File: src/rtl/sdram_burst_arbiter_if.sv
// rtl/sdram_burst_arbiter_if.sv - client-level / controller-command bundle for the SDRAM burst arbiter
interface sdram_burst_arbiter_if;
   logic [9:0]  wr0_level;
   logic [9:0]  wr1_level;
   logic [9:0]  rd_level;
   logic        rd_sel;
   logic        ready;
   logic        f2s_data_valid;
   logic        rw;
   logic        rw_en;
   logic [11:0] f_addr;
   logic        wsel;
   logic        wr0_pop;
   logic        wr1_pop;
   logic        frame0_done;
   logic        err;

   modport master (
      input  wr0_level, wr1_level, rd_level, rd_sel, ready, f2s_data_valid,
      output rw, rw_en, f_addr, wsel, wr0_pop, wr1_pop, frame0_done, err
   );

   modport slave (
      output wr0_level, wr1_level, rd_level, rd_sel, ready, f2s_data_valid,
      input  rw, rw_en, f_addr, wsel, wr0_pop, wr1_pop, frame0_done, err
   );
endinterface

File: src/rtl/sdram_burst_arbiter.sv
// rtl/sdram_burst_arbiter.sv - full-page burst scheduler for two write sources and one read sink
module sdram_burst_arbiter #(
   parameter int unsigned BURST_LEN   = 512,
   parameter int unsigned WR_THRESH   = 512,
   parameter int unsigned RD_THRESH   = 250,
   parameter int unsigned RD_URGENT   = 64,
   parameter int unsigned PAGES       = 600,
   parameter int unsigned BASE0       = 0,
   parameter int unsigned BASE1       = 600,
   parameter int unsigned ACK_TIMEOUT = 8,
   parameter int unsigned STARVE_MAX  = 4
) (
   input  logic                  clk,
   input  logic                  rst_n,
   sdram_burst_arbiter_if.master arb_io
);

   typedef enum logic [1:0] {S_IDLE, S_ISSUE, S_ACK, S_BURST} state_e;
   typedef enum logic [1:0] {G_NONE, G_WR0, G_WR1, G_RD} grant_e;

   state_e      state_q, state_d;
   grant_e      winner;
   logic [9:0]  p0_q, p0_d, p1_q, p1_d, pr_q, pr_d;
   logic [2:0]  starve_q, starve_d;
   logic [9:0]  pop_cnt_q, pop_cnt_d;
   logic [3:0]  ack_cnt_q, ack_cnt_d;
   logic        region_q, region_d, region_sel;
   logic        err_q, err_d;
   logic        rw_q, rw_d;
   logic        wsel_q, wsel_d;
   logic [11:0] f_addr_q, f_addr_d;
   logic        frame0_q, frame0_d;
   logic        wr0_el, wr1_el, rd_el, rd_urg;
   logic        pop_ok;

   function automatic logic [9:0] ptr_inc(input logic [9:0] p);
      return (p == 10'(PAGES - 1)) ? 10'd0 : p + 10'd1;
   endfunction

   always_comb begin
      wr0_el = arb_io.wr0_level > 10'(WR_THRESH);
      wr1_el = arb_io.wr1_level > 10'(WR_THRESH);
      rd_el  = arb_io.rd_level < 10'(RD_THRESH);
      rd_urg = arb_io.rd_level < 10'(RD_URGENT);
      winner = G_NONE;
      if (rd_urg)                                      winner = G_RD;
      else if (wr1_el && starve_q == 3'(STARVE_MAX))   winner = G_WR1;
      else if (wr0_el)                                 winner = G_WR0;
      else if (rd_el)                                  winner = G_RD;
      else if (wr1_el)                                 winner = G_WR1;
   end

   always_comb begin
      state_d   = state_q;
      p0_d      = p0_q;
      p1_d      = p1_q;
      pr_d      = pr_q;
      starve_d  = starve_q;
      pop_cnt_d = pop_cnt_q;
      ack_cnt_d = ack_cnt_q;
      region_d  = region_q;
      err_d     = err_q;
      rw_d      = rw_q;
      wsel_d    = wsel_q;
      f_addr_d  = f_addr_q;
      frame0_d  = 1'b0;
      pop_ok    = 1'b0;
      // The read region only changes on a frame boundary so the display never tears.
      region_sel = (pr_q == 10'd0) ? arb_io.rd_sel : region_q;

      case (state_q)
         S_IDLE: begin
            if (arb_io.ready && winner != G_NONE) begin
               state_d = S_ISSUE;
               if (winner == G_WR1)
                  starve_d = 3'd0;
               else if (wr1_el && starve_q < 3'(STARVE_MAX))
                  starve_d = starve_q + 3'd1;
               case (winner)
                  G_WR0: begin
                     rw_d     = 1'b0;
                     wsel_d   = 1'b0;
                     f_addr_d = 12'(BASE0) + 12'(p0_q);
                     p0_d     = ptr_inc(p0_q);
                     frame0_d = (p0_q == 10'(PAGES - 1));
                  end
                  G_WR1: begin
                     rw_d     = 1'b0;
                     wsel_d   = 1'b1;
                     f_addr_d = 12'(BASE1) + 12'(p1_q);
                     p1_d     = ptr_inc(p1_q);
                  end
                  G_RD: begin
                     rw_d     = 1'b1;
                     region_d = region_sel;
                     f_addr_d = (region_sel ? 12'(BASE1) : 12'(BASE0)) + 12'(pr_q);
                     pr_d     = ptr_inc(pr_q);
                  end
                  default: ;
               endcase
            end
         end
         S_ISSUE: begin
            pop_cnt_d = 10'd0;
            ack_cnt_d = 4'd0;
            state_d   = S_ACK;
         end
         S_ACK: begin
            if (!arb_io.ready) begin
               state_d = S_BURST;
            end else if (ack_cnt_q == 4'(ACK_TIMEOUT - 1)) begin
               err_d   = 1'b1;
               state_d = S_IDLE;
            end else begin
               ack_cnt_d = ack_cnt_q + 4'd1;
            end
         end
         S_BURST: begin
            if (arb_io.ready) state_d = S_IDLE;
         end
         default: state_d = S_IDLE;
      endcase

      if ((state_q == S_ACK || state_q == S_BURST) && !rw_q && arb_io.f2s_data_valid) begin
         if (pop_cnt_q < 10'(BURST_LEN)) begin
            pop_ok    = 1'b1;
            pop_cnt_d = pop_cnt_q + 10'd1;
         end else begin
            err_d = 1'b1;
         end
      end
   end

   always_ff @(posedge clk or negedge rst_n) begin
      if (!rst_n) begin
         state_q   <= S_IDLE;
         p0_q      <= 10'd0;
         p1_q      <= 10'd0;
         pr_q      <= 10'd0;
         starve_q  <= 3'd0;
         pop_cnt_q <= 10'd0;
         ack_cnt_q <= 4'd0;
         region_q  <= 1'b0;
         err_q     <= 1'b0;
         rw_q      <= 1'b0;
         wsel_q    <= 1'b0;
         f_addr_q  <= 12'd0;
         frame0_q  <= 1'b0;
      end else begin
         state_q   <= state_d;
         p0_q      <= p0_d;
         p1_q      <= p1_d;
         pr_q      <= pr_d;
         starve_q  <= starve_d;
         pop_cnt_q <= pop_cnt_d;
         ack_cnt_q <= ack_cnt_d;
         region_q  <= region_d;
         err_q     <= err_d;
         rw_q      <= rw_d;
         wsel_q    <= wsel_d;
         f_addr_q  <= f_addr_d;
         frame0_q  <= frame0_d;
      end
   end

   assign arb_io.rw_en       = (state_q == S_ISSUE);
   assign arb_io.rw          = rw_q;
   assign arb_io.f_addr      = f_addr_q;
   assign arb_io.wsel        = wsel_q;
   assign arb_io.wr0_pop     = pop_ok & ~wsel_q;
   assign arb_io.wr1_pop     = pop_ok & wsel_q;
   assign arb_io.frame0_done = frame0_q;
   assign arb_io.err         = err_q;

endmodule

File: src/flat_wrapper.sv
// flat-port wrapper written by rule: the top's interface ports become plain ports
module sdram_burst_arbiter_flat 
#(
   parameter int unsigned BURST_LEN   = 512,
   parameter int unsigned WR_THRESH   = 512,
   parameter int unsigned RD_THRESH   = 250,
   parameter int unsigned RD_URGENT   = 64,
   parameter int unsigned PAGES       = 600,
   parameter int unsigned BASE0       = 0,
   parameter int unsigned BASE1       = 600,
   parameter int unsigned ACK_TIMEOUT = 8,
   parameter int unsigned STARVE_MAX  = 4
)
  (clk, rst_n, arb_io_wr0_level, arb_io_wr1_level, arb_io_rd_level, arb_io_rd_sel, arb_io_ready, arb_io_f2s_data_valid, arb_io_rw, arb_io_rw_en, arb_io_f_addr, arb_io_wsel, arb_io_wr0_pop, arb_io_wr1_pop, arb_io_frame0_done, arb_io_err);
  sdram_burst_arbiter_if arb_io_i ();
  input  logic clk;
  input  logic rst_n;
  input wire logic [$bits(arb_io_i.wr0_level)-1:0] arb_io_wr0_level;
  input wire logic [$bits(arb_io_i.wr1_level)-1:0] arb_io_wr1_level;
  input wire logic [$bits(arb_io_i.rd_level)-1:0] arb_io_rd_level;
  input wire logic [$bits(arb_io_i.rd_sel)-1:0] arb_io_rd_sel;
  input wire logic [$bits(arb_io_i.ready)-1:0] arb_io_ready;
  input wire logic [$bits(arb_io_i.f2s_data_valid)-1:0] arb_io_f2s_data_valid;
  output wire logic [$bits(arb_io_i.rw)-1:0] arb_io_rw;
  output wire logic [$bits(arb_io_i.rw_en)-1:0] arb_io_rw_en;
  output wire logic [$bits(arb_io_i.f_addr)-1:0] arb_io_f_addr;
  output wire logic [$bits(arb_io_i.wsel)-1:0] arb_io_wsel;
  output wire logic [$bits(arb_io_i.wr0_pop)-1:0] arb_io_wr0_pop;
  output wire logic [$bits(arb_io_i.wr1_pop)-1:0] arb_io_wr1_pop;
  output wire logic [$bits(arb_io_i.frame0_done)-1:0] arb_io_frame0_done;
  output wire logic [$bits(arb_io_i.err)-1:0] arb_io_err;
  assign arb_io_i.wr0_level = arb_io_wr0_level;
  assign arb_io_i.wr1_level = arb_io_wr1_level;
  assign arb_io_i.rd_level = arb_io_rd_level;
  assign arb_io_i.rd_sel = arb_io_rd_sel;
  assign arb_io_i.ready = arb_io_ready;
  assign arb_io_i.f2s_data_valid = arb_io_f2s_data_valid;
  assign arb_io_rw = arb_io_i.rw;
  assign arb_io_rw_en = arb_io_i.rw_en;
  assign arb_io_f_addr = arb_io_i.f_addr;
  assign arb_io_wsel = arb_io_i.wsel;
  assign arb_io_wr0_pop = arb_io_i.wr0_pop;
  assign arb_io_wr1_pop = arb_io_i.wr1_pop;
  assign arb_io_frame0_done = arb_io_i.frame0_done;
  assign arb_io_err = arb_io_i.err;
  sdram_burst_arbiter #(.BURST_LEN(BURST_LEN), .WR_THRESH(WR_THRESH), .RD_THRESH(RD_THRESH), .RD_URGENT(RD_URGENT), .PAGES(PAGES), .BASE0(BASE0), .BASE1(BASE1), .ACK_TIMEOUT(ACK_TIMEOUT), .STARVE_MAX(STARVE_MAX)) u_core (.clk(clk), .rst_n(rst_n), .arb_io(arb_io_i));
endmodule
File: config.mk
export PLATFORM = sky130hd
export DESIGN_NAME = sdram_burst_arbiter_flat
export DESIGN_NICKNAME = d
export VERILOG_FILES = /design/src/rtl/sdram_burst_arbiter_if.sv /design/src/rtl/sdram_burst_arbiter.sv /design/src/flat_wrapper.sv
export SDC_FILE = /design/constraint.sdc
export NUM_CORES = 1
export LEC_CHECK = 0
export BUFFER_PORTS_ARGS = -buffer_cell sky130_fd_sc_hd__buf_4
export CORE_UTILIZATION = 45
export CTS_CLUSTER_SIZE = 28
export DETAILED_ROUTE_END_ITERATION = 10
export GPL_TIMING_DRIVEN = 0
export PLACE_DENSITY = 0.65
export SLEW_MARGIN = 20
export SYNTH_ARGS = -nofsm -noshare
export SYNTH_HDL_FRONTEND = slang
export SYNTH_SLANG_ARGS = --single-unit
export TNS_END_PERCENT = 1
File: constraint.sdc
create_clock -name clk -period 6.12 [get_ports clk]
set_input_delay 0.612 -clock clk [delete_from_list [all_inputs] [get_ports clk]]
set_output_delay 0.612 -clock clk [all_outputs]
set_load 0.02 [all_outputs]
==> out/results.txt, run 1 <==
chip height -> 94.1 um
hold buffer count at cts -> 0
net count of the mapped netlist -> 466
Worst Max-Slew Pin Slew -> 0.820 ns
fraction of power spent switching nets -> 35.2%
Post-synth top flop -> sky130_fd_sc_hd__dfrtp_1
number of enable flip-flop cells after synthesis -> 0
via count of the first global-routing pass -> 3178
maximum number of pins on one net before global-route repair -> 66
proportion of register bits with asynchronous set or reset after synthesis -> 100%
total placed cells including tap cells -> 567
summed instance area of the synthesized netlist -> 0.00381 sq mm
net load switching power -> 0.000509 W
peak fanout along the critical path -> 6
TritonCTS clock tree -> done
final estimated routing congestion in global placement -> 0.848
Achievable Freq -> 0.286 GHz
Worst slew margin -> 45.3%
port bufs -> 51
core region area -> 0.00822 sq mm
ordered cell list for the critical path -> inv_1 -> ha_1 -> or4b_2 -> nor3_1 -> mux2i_1 -> inv_1 -> ha_1 -> inv_1 -> fa_1 -> and3b_1 -> nor2_1 -> mux2i_1 -> o32a_1
cell type of the slowest stage on the worst timing path -> sky130_fd_sc_hd__or4b_2
CTS H-tree depth -> 3
maximum buffer depth of the clock tree -> 2
setup slack, reg-to-reg -> 2.62 ns
post-synthesis to final-layout area growth -> 18.9%
total iterations of the first detailed-routing run -> 4
number of non-filler instances in the completed layout -> 583
clock tree skew after final layout -> 0.00986 ns
cell accounting for the most synthesized area -> sky130_fd_sc_hd__dfrtp_1
aggregate routed wire length -> 9.05 mm
synthesized netlist cell count -> 411
max-slew violations -> 0
worst setup path startpoint -> u_core.pr_q[0]$_DFFE_PN0P_
Initial Util -> 46.4%
clk slew on worst S/H paths -> 0.07 ns
Worst Path Required -> 6.35 ns
detailed-placement wirelength estimate -> 6.63 mm
Post CTS Setup Buffer Count -> 0
clock network fraction of total power -> 26.5%
# Max-Cap Violations -> 0
Reg2Reg Launch Point -> u_core.pr_q[0]$_DFFE_PN0P_
ratio of total power to cell area -> 319 mW/mm^2
via count -> 3274
HP Class -> in2async
total clock sinks -> 65
Final #Nets -> 528
die outline area -> 0.00885 sq mm
Clock Latency Late Sink -> 0.34 ns
end of the critical path -> u_core.arb_io.f_addr[9]$_DFFE_PN0P_
count of cells resized by post-cts repair -> 0
cell chosen for the clock root -> sky130_fd_sc_hd__clkbuf_8
proportion of layout cells with a drive suffix above 1 -> 16.3%
setup repair after global routing missed its margin -> false
sequential area share after synthesis -> 42.7%
setup tns final -> 0 ns
part of the cycle the worst path needs -> 57.1%
Peak supply drop -> 0.175 mV
I/O pin total -> 54
FP Rows -> 33
first-pass GRT wire length -> 15.4 mm
Yosys Warn Count -> 0
Synth Area per Inst -> 9.28 sq um
Detailed Route Iter0 Violations -> 181
largest cells by area after synthesis -> sky130_fd_sc_hd__dfrtp_1, sky130_fd_sc_hd__ha_1, sky130_fd_sc_hd__nand2_1
DRC violation count after routing -> 0
Routed Antenna Nets -> 0
global route total overflow -> 0
number of filler cells placed in the layout -> 759
Crit path top cell by count -> sky130_fd_sc_hd__inv_1
Synth top area share -> 42.7%
Comb pwr share -> 29.9%
Netlist cell types -> 56
leakage -> 2.03 nW
per-cell routed wire length -> 15.5 um
critical path class -> reg2reg
vias per inst -> 5.62
GR Util All Layers -> 22.7%
capturing point of the worst reg2reg path -> u_core.arb_io.f_addr[9]$_DFFE_PN0P_
post-synthesis sequential element count -> 65
startpoint type of the worst setup path -> flop
r2r worst-path depth -> 13
final critical delay including setup and external delays -> 3.50 ns
initial antenna violation count -> 0
clock buffers created by TritonCTS -> 9
crit path DAT -> 3.73 ns
number of setup violations in the final report -> 0
delay of the slowest critical-path stage -> 0.57 ns
endpoint type of the worst setup path -> flop
Power Internal -> 0.000939 W
Die Span X -> 94.1 um
final hold vios -> 0
number of diodes added for antenna fixing -> 0
smallest hold slack -> 0.348 ns
Reg power frac -> 43.6%
result of the run -> complete, no violations
## cell families (layout without fill, tap and decap cells)
family                     count (synthesis)  after routing  synth area share [%]
buffers and inverters                     34            101                  3.97
other                                      1              1                0.0983
adders and majority gates                 20             20                  6.76
muxes                                      9              9                  2.36
xor gates and xnor gates                  25             25                  5.74
and+or+nand+nor                          175            175                  24.5
DFF                                       65             65                  42.7
AOI/OAI and AO/OA                         82             82                  13.9
## Yosys cell counts (3+ instances only)
master,instances
sky130_fd_sc_hd__inv_1,20
sky130_fd_sc_hd__xor2_1,8
sky130_fd_sc_hd__o31ai_1,7
sky130_fd_sc_hd__nand3_1,16
sky130_fd_sc_hd__o21ai_0,23
sky130_fd_sc_hd__a22oi_1,6
sky130_fd_sc_hd__o21a_1,3
sky130_fd_sc_hd__nor2b_1,3
sky130_fd_sc_hd__and3b_1,3
sky130_fd_sc_hd__a21o_1,4
sky130_fd_sc_hd__nor4_1,6
sky130_fd_sc_hd__mux2i_1,9
sky130_fd_sc_hd__a21oi_1,11
sky130_fd_sc_hd__nor3_1,10
sky130_fd_sc_hd__nand4_1,14
sky130_fd_sc_hd__nor2_1,39
sky130_fd_sc_hd__o211ai_1,3
sky130_fd_sc_hd__dfrtp_1,65
sky130_fd_sc_hd__clkbuf_1,7
sky130_fd_sc_hd__a31oi_1,9
sky130_fd_sc_hd__xnor2_1,17
sky130_fd_sc_hd__buf_2,4
sky130_fd_sc_hd__or3_1,4
sky130_fd_sc_hd__or4_1,7
sky130_fd_sc_hd__nand2_1,52
sky130_fd_sc_hd__and2_1,3
sky130_fd_sc_hd__nand2b_1,4
sky130_fd_sc_hd__ha_1,19
## layout make-up
cell class,instances,area [sq um],share of cell area (%)
repair buffers,51,383,8.44
clock buffers,14,173,3.81
well taps,105,131,2.90
clock inverters,2,35.0,0.772
inverters,20,75.1,1.66
flip-flops and latches,65,1630,35.9
plain buffers,14,76.3,1.68
multi-input cells,312,2040,44.9
## layer usage
layer | GRT usage, % | vias to the layer above | wire length [um]
li1 | - | 1600 | -
met1 | 29.0 | 1579 | 4040
met2 | 37.8 | 80 | 4480
met3 | 5.83 | 15 | 410
met4 | 6.67 | 0 | 112
met5 | 0 | - | 0
## worst max-delay path, delay by kind of cell (launching register included)
family,cells,cell delay [ns]
mux,2,0.49
flops,1,0.44
compound gates,1,0.34
buf+inv,3,0.33
fa+ha+maj,3,0.61
simple gates,4,1.16
## state kept, by name, indices dropped and copies added, names as in the netlist, 2 cells and up
register,cells
u_core.arb_io.f_addr,11
u_core.p0_q,10
u_core.p1_q,10
u_core.pop_cnt_q,10
u_core.pr_q,10
u_core.ack_cnt_q,4
u_core.starve_q,3
u_core.state_q,2
## power groups by stage
stage	Clock, W	Sequential [W]	Combinational (W)
after floorplan	0	0.000669	0.000220
after global placement	0	0.000635	0.000425
after detailed placement	0	0.000639	0.000434
after CTS	0.000394	0.000630	0.000436
after global routing	0.000411	0.000647	0.000482
final	0.000384	0.000631	0.000433
## through the flow
stage | area (sq um) | worst slack, ns | utilization, % | power (W)
after floorplan | 3810 | 2.78 | - | 0.000889
after global placement | 4330 | 2.36 | 52.7 | 0.00106
after detailed placement | 4330 | 2.36 | 52.7 | 0.00107
after CTS | 4540 | 2.57 | 55.2 | 0.00146
after global routing | 4540 | 2.35 | 55.2 | 0.00154
final | 4540 | 2.62 | 55.2 | 0.00145
## how the worst min path moves through the flow
stage	end	slack, ns
2_1_floorplan	u_core.ack_cnt_q[0]$_DFFE_PN0P_	0.32
3_3_place_gp	u_core.region_q$_DFFE_PN0P_	0.47
3_5_place_dp	u_core.region_q$_DFFE_PN0P_	0.47
4_1_cts	u_core.pr_q[8]$_DFFE_PN0P_	0.40
5_1_grt	u_core.pr_q[6]$_DFFE_PN0P_	0.42
6_report	u_core.pr_q[3]$_DFFE_PN0P_	0.35
## placed cells by master, fill, tap and decap left out, drive strengths merged, types with 10 or more instances in the layout
cell and count:
xnor2 17, nor3 10, ha 19, nor2 39, nand2 52, inv 20
nand4 14, o21ai 23, nand3 16, clkbuf 21, buf 58, a21oi 11
dfrtp 65
Note: power is estimated with default switching activity, not from simulation.
==> run 2, diff against run 1 <==
--- a/config.mk
+++ b/config.mk
@@ -5,12 +5,13 @@
 export SDC_FILE = /design/constraint.sdc
 export NUM_CORES = 1
 export LEC_CHECK = 0
+export ABC_AREA = 1
 export BUFFER_PORTS_ARGS = -buffer_cell sky130_fd_sc_hd__buf_4
 export CORE_UTILIZATION = 45
 export CTS_CLUSTER_SIZE = 28
 export DETAILED_ROUTE_END_ITERATION = 10
 export GPL_TIMING_DRIVEN = 0
-export PLACE_DENSITY = 0.65
+export PLACE_DENSITY = 0.67
 export SLEW_MARGIN = 20
 export SYNTH_ARGS = -nofsm -noshare
 export SYNTH_HDL_FRONTEND = slang
==> constraint.sdc (replaced) <==
create_clock -name clk -period 2.9 [get_ports clk]
set_input_delay 0.29 -clock clk [delete_from_list [all_inputs] [get_ports clk]]
set_output_delay 0.29 -clock clk [all_outputs]
set_load 0.02 [all_outputs]
==> run 2 against run 1 <==
Net effect: clock power is 110% higher; core utilization is 0.54 points higher; critical path depth is 1 higher; clock skew is 0.00088 ns higher; cell count is 30% higher; synthesized cell count is 42% higher; flip-flop and latch count stayed put; sequential power grew to 2.6 times the previous value; clock-buffer cell count is 2 lower; first-iteration DRC count is 2.8% lower.
==> out/results.txt, run 2 <==
sequential area share after synthesis -> 38.6% (-4.1 points)
number of filler cells placed in the layout -> 867 (+14%)
total clock sinks -> 65 (unchanged)
Achievable Freq -> 0.378 GHz (+32%)
maximum number of pins on one net before global-route repair -> 66 (unchanged)
proportion of register bits with asynchronous set or reset after synthesis -> 100% (unchanged)
routing usage on met2 -> 35.6% (-2.2 points)
# Max-Cap Violations -> 0 (unchanged)
summed instance area of the synthesized netlist -> 0.00422 sq mm (+11%)
Detailed Route Iter0 Violations -> 176 (-2.8%)
final critical delay including setup and external delays -> 2.65 ns (-0.850 ns)
Worst Path Required -> 3.13 ns (-3.22 ns)
startpoint type of the worst setup path -> flop
result of the run -> complete, no violations
FP Rows -> 34 (+3.0%)
leading cell types in the layout, fill and taps excluded -> sky130_fd_sc_hd__nand2_1, sky130_fd_sc_hd__inv_1, sky130_fd_sc_hd__nor2_1, sky130_fd_sc_hd__dfrtp_1, sky130_fd_sc_hd__nand3_1
CTS H-tree depth -> 3 (unchanged)
total iterations of the first detailed-routing run -> 5 (+1)
sequential cell area in the final layout -> 0.00163 sq mm (unchanged)
initial antenna violation count -> 0 (unchanged)
delay of the slowest critical-path stage -> 0.43 ns (-0.14 ns)
max-slew violations -> 0 (unchanged)
global route total overflow -> 0 (unchanged)
first-pass GRT wire length -> 17.9 mm (+16%)
number of diodes added for antenna fixing -> 0 (unchanged)
clock buffers created by TritonCTS -> 9 (unchanged)
cell type of the slowest stage on the worst timing path -> sky130_fd_sc_hd__dfrtp_1
Die Span X -> 98.8 um (+5.0%)
Synth Area per Inst -> 7.21 sq um (-22%)
Global Route met1 Usage -> 32.3% (+3.3 points)
I/O pin total -> 54 (unchanged)
net count of the mapped netlist -> 640 (+37%)
final hold vios -> 0 (unchanged)
final estimated routing congestion in global placement -> 0.863 (+1.9%)
Final #Nets -> 702 (+33%)
proportion of layout cells with a drive suffix above 1 -> 16.6% (+0.27 points)
Clock Latency Late Sink -> 0.35 ns (about the same)
Peak supply drop -> 0.387 mV (+120%)
Synth top area share -> 38.6% (-4.1 points)
clock tree skew after final layout -> 0.0107 ns (+0.000876 ns)
via count -> 3977 (+21%)
via count of the first global-routing pass -> 3818 (+20%)
Netlist cell types -> 40 (-29%)
port bufs -> 51 (unchanged)
Post CTS Setup Buffer Count -> 0 (unchanged)
clk slew on worst S/H paths -> 0.07 ns (about the same)
Worst slew margin -> 43.8% (-1.5 points)
share of the core filled with cells in the final layout -> 55.7% (+0.54 points)
commonest cells in the synthesized netlist -> sky130_fd_sc_hd__nand2_1, sky130_fd_sc_hd__inv_1, sky130_fd_sc_hd__nor2_1
critical path class -> reg2reg
vias per inst -> 5.24 (-6.7%)
ratio of total power to cell area -> 882 mW/mm^2 (+180%)
cell with the most instances after synthesis -> sky130_fd_sc_hd__nand2_1
GR Util All Layers -> 22.8% (+0.066 points)
Initial Util -> 47.4% (+1.0 points)
ordered cell list for the critical path -> inv_1 -> ha_1 -> nor3b_4 -> nand3_1 -> nand2_1 -> nand2_1 -> inv_2 -> ha_1 -> inv_1 -> fa_1 -> o21bai_2 -> a21oi_1 -> a21oi_1 -> nor2_1
crit path DAT -> 2.88 ns (-0.85 ns)
area occupied by multi-input gates -> 0.00226 sq mm (+11%)
endpoint type of the worst setup path -> flop
setup repair after global routing missed its margin -> false
detailed-placement wirelength estimate -> 7.55 mm (+14%)
cell accounting for the most synthesized area -> sky130_fd_sc_hd__dfrtp_1
Yosys Warn Count -> 0 (unchanged)
cell chosen for the clock root -> sky130_fd_sc_hd__clkbuf_8
post-synthesis to final-layout area growth -> 17.6%
aggregate routed wire length -> 10.1 mm (+12%)
per-cell routed wire length -> 13.3 um (-14%)
routing layer with the top usage in global route -> met2
Routed Antenna Nets -> 0 (unchanged)
part of the cycle the worst path needs -> 91.2% (+34 points)
Placed Area -> 0.00473 sq mm (+9.4%)
maximum buffer depth of the clock tree -> 2 (unchanged)
post-synthesis sequential element count -> 65 (unchanged)
Worst Max-Slew Pin Slew -> 0.842 ns (+0.0225 ns)
most common cell after layout, fill and taps aside -> sky130_fd_sc_hd__nand2_1
number of setup violations in the final report -> 0 (unchanged)
synthesized netlist cell count -> 585 (+42%)
largest cells by area after synthesis -> sky130_fd_sc_hd__dfrtp_1, sky130_fd_sc_hd__nand2_1, sky130_fd_sc_hd__nand3_1
flip-flop count of the largest register after layout -> 11 (unchanged)
fin area -> 0.00496 sq mm (+9.3%)
peak fanout along the critical path -> 5 (-1)
DRC violation count after routing -> 0 (unchanged)
Post-synth top flop -> sky130_fd_sc_hd__dfrtp_1
TritonCTS clock tree -> done
die outline area -> 0.00976 sq mm (+10%)
core region area -> 0.00889 sq mm (+8.2%)
setup tns final -> 0 ns (unchanged)
chip height -> 98.8 um (+5.0%)
leakage -> 2.47 nW (+22%)
HP Class -> in2async
met3 track demand over resource in global routing -> 3.05% (-2.8 points)
number of enable flip-flop cells after synthesis -> 0 (unchanged)
## run 2: cell types whose count changed after synthesis, sizes merged, moves of 8 or more
| cell | change |
|---|---|
| nand2 | +87 |
| inv | +59 |
| nand3 | +40 |
| nor2 | +37 |
| o21ai | +17 |
| xnor2 | -14 |
| a21oi | +12 |
| nand4 | +10 |
| mux2i | -9 |
| nor4 | -8 |
## run 2: cells by family (layout without fill, tap and decap cells)
kind of cell    count (synthesis)  after routing  share of synthesized area [%]
buf+inv                        90            156                           8.55
flops                          65             65                           38.6
compound gates                 77             77                           9.83
xor+xnor                        9              9                           1.87
fa+ha+maj                      20             20                           6.11
simple gates                  323            323                           35.0
other cells                     1              1                         0.0890
## run 2: routing by layer
metal | vias up | share of wire [%]
li1 | 2031 | -
met2 | 70 | 45
met5 | - | 0
met4 | 0 | 1.5
met3 | 11 | 3.5
met1 | 1865 | 50
## run 2: path summary, 6_finish.rpt
path                                                       endpoint  cells after the start                   startpoint  slack (ns)
worst max-delay path            u_core.arb_io.f_addr[7]$_DFFE_PN0P_                     14   u_core.pr_q[0]$_DFFE_PN0P_        0.25
worst min-delay path                u_core.ack_cnt_q[2]$_DFFE_PN0P_                      1                        rst_n        0.04
worst max register to register  u_core.arb_io.f_addr[7]$_DFFE_PN0P_                     14   u_core.pr_q[0]$_DFFE_PN0P_        0.25
worst min register to register          u_core.arb_io.err$_DFF_PN0_                      2  u_core.arb_io.err$_DFF_PN0_        0.48
max in group asynchronous            u_core.starve_q[2]$_DFFE_PN0P_                      1                        rst_n        2.30
min in group clk                        u_core.arb_io.err$_DFF_PN0_                      3                 arb_io_ready        0.23
## run 2: report_power, final
part           switching [W]  internal (W)
sequential          0.000381       0.00125
combinational        0.00123      0.000714
clock               0.000357      0.000437
total                0.00197       0.00240
## run 2: final cells by class
type / instances / area share [%]
buffer: 11 / 1.24
clock buffer: 12 / 3.13
clock inverter: 3 / 0.808
inverter: 79 / 6.03
multi-input combinational: 430 / 45.5
sequential: 65 / 32.8
tap: 108 / 2.73
timing repair buffer: 51 / 7.73
## run 2: worst max-delay path, delay by kind of cell (launching register included)
kind | cells | cell delay (ns)
fa+ha+maj | 3 | 0.75
compound gates | 3 | 0.46
simple gates | 5 | 0.57
buf+inv | 3 | 0.31
flops | 1 | 0.43
## run 2: timing repair
action	CTS	global route
resized for setup	0	9
hold buffers	0	0
endpoints found under the setup margin	0	4
## run 2: per-stage QoR
| stage | setup slack (ns) | std cells | hold slack [ns] | power (W) |
|---|---|---|---|---|
| finish | 0.255 | 759 | 0.0438 | 0.00437 |
| global route | 0.00902 | 759 | 0.122 | 0.00475 |
| CTS | 0.0169 | 759 | 0.0745 | 0.00436 |
| detailed placement | 0.0439 | 744 | 0.455 | 0.00354 |
| global placement | 0.0707 | 744 | 0.457 | 0.00349 |
| floorplan | 0.539 | 585 | -0.00559 | 0.00292 |
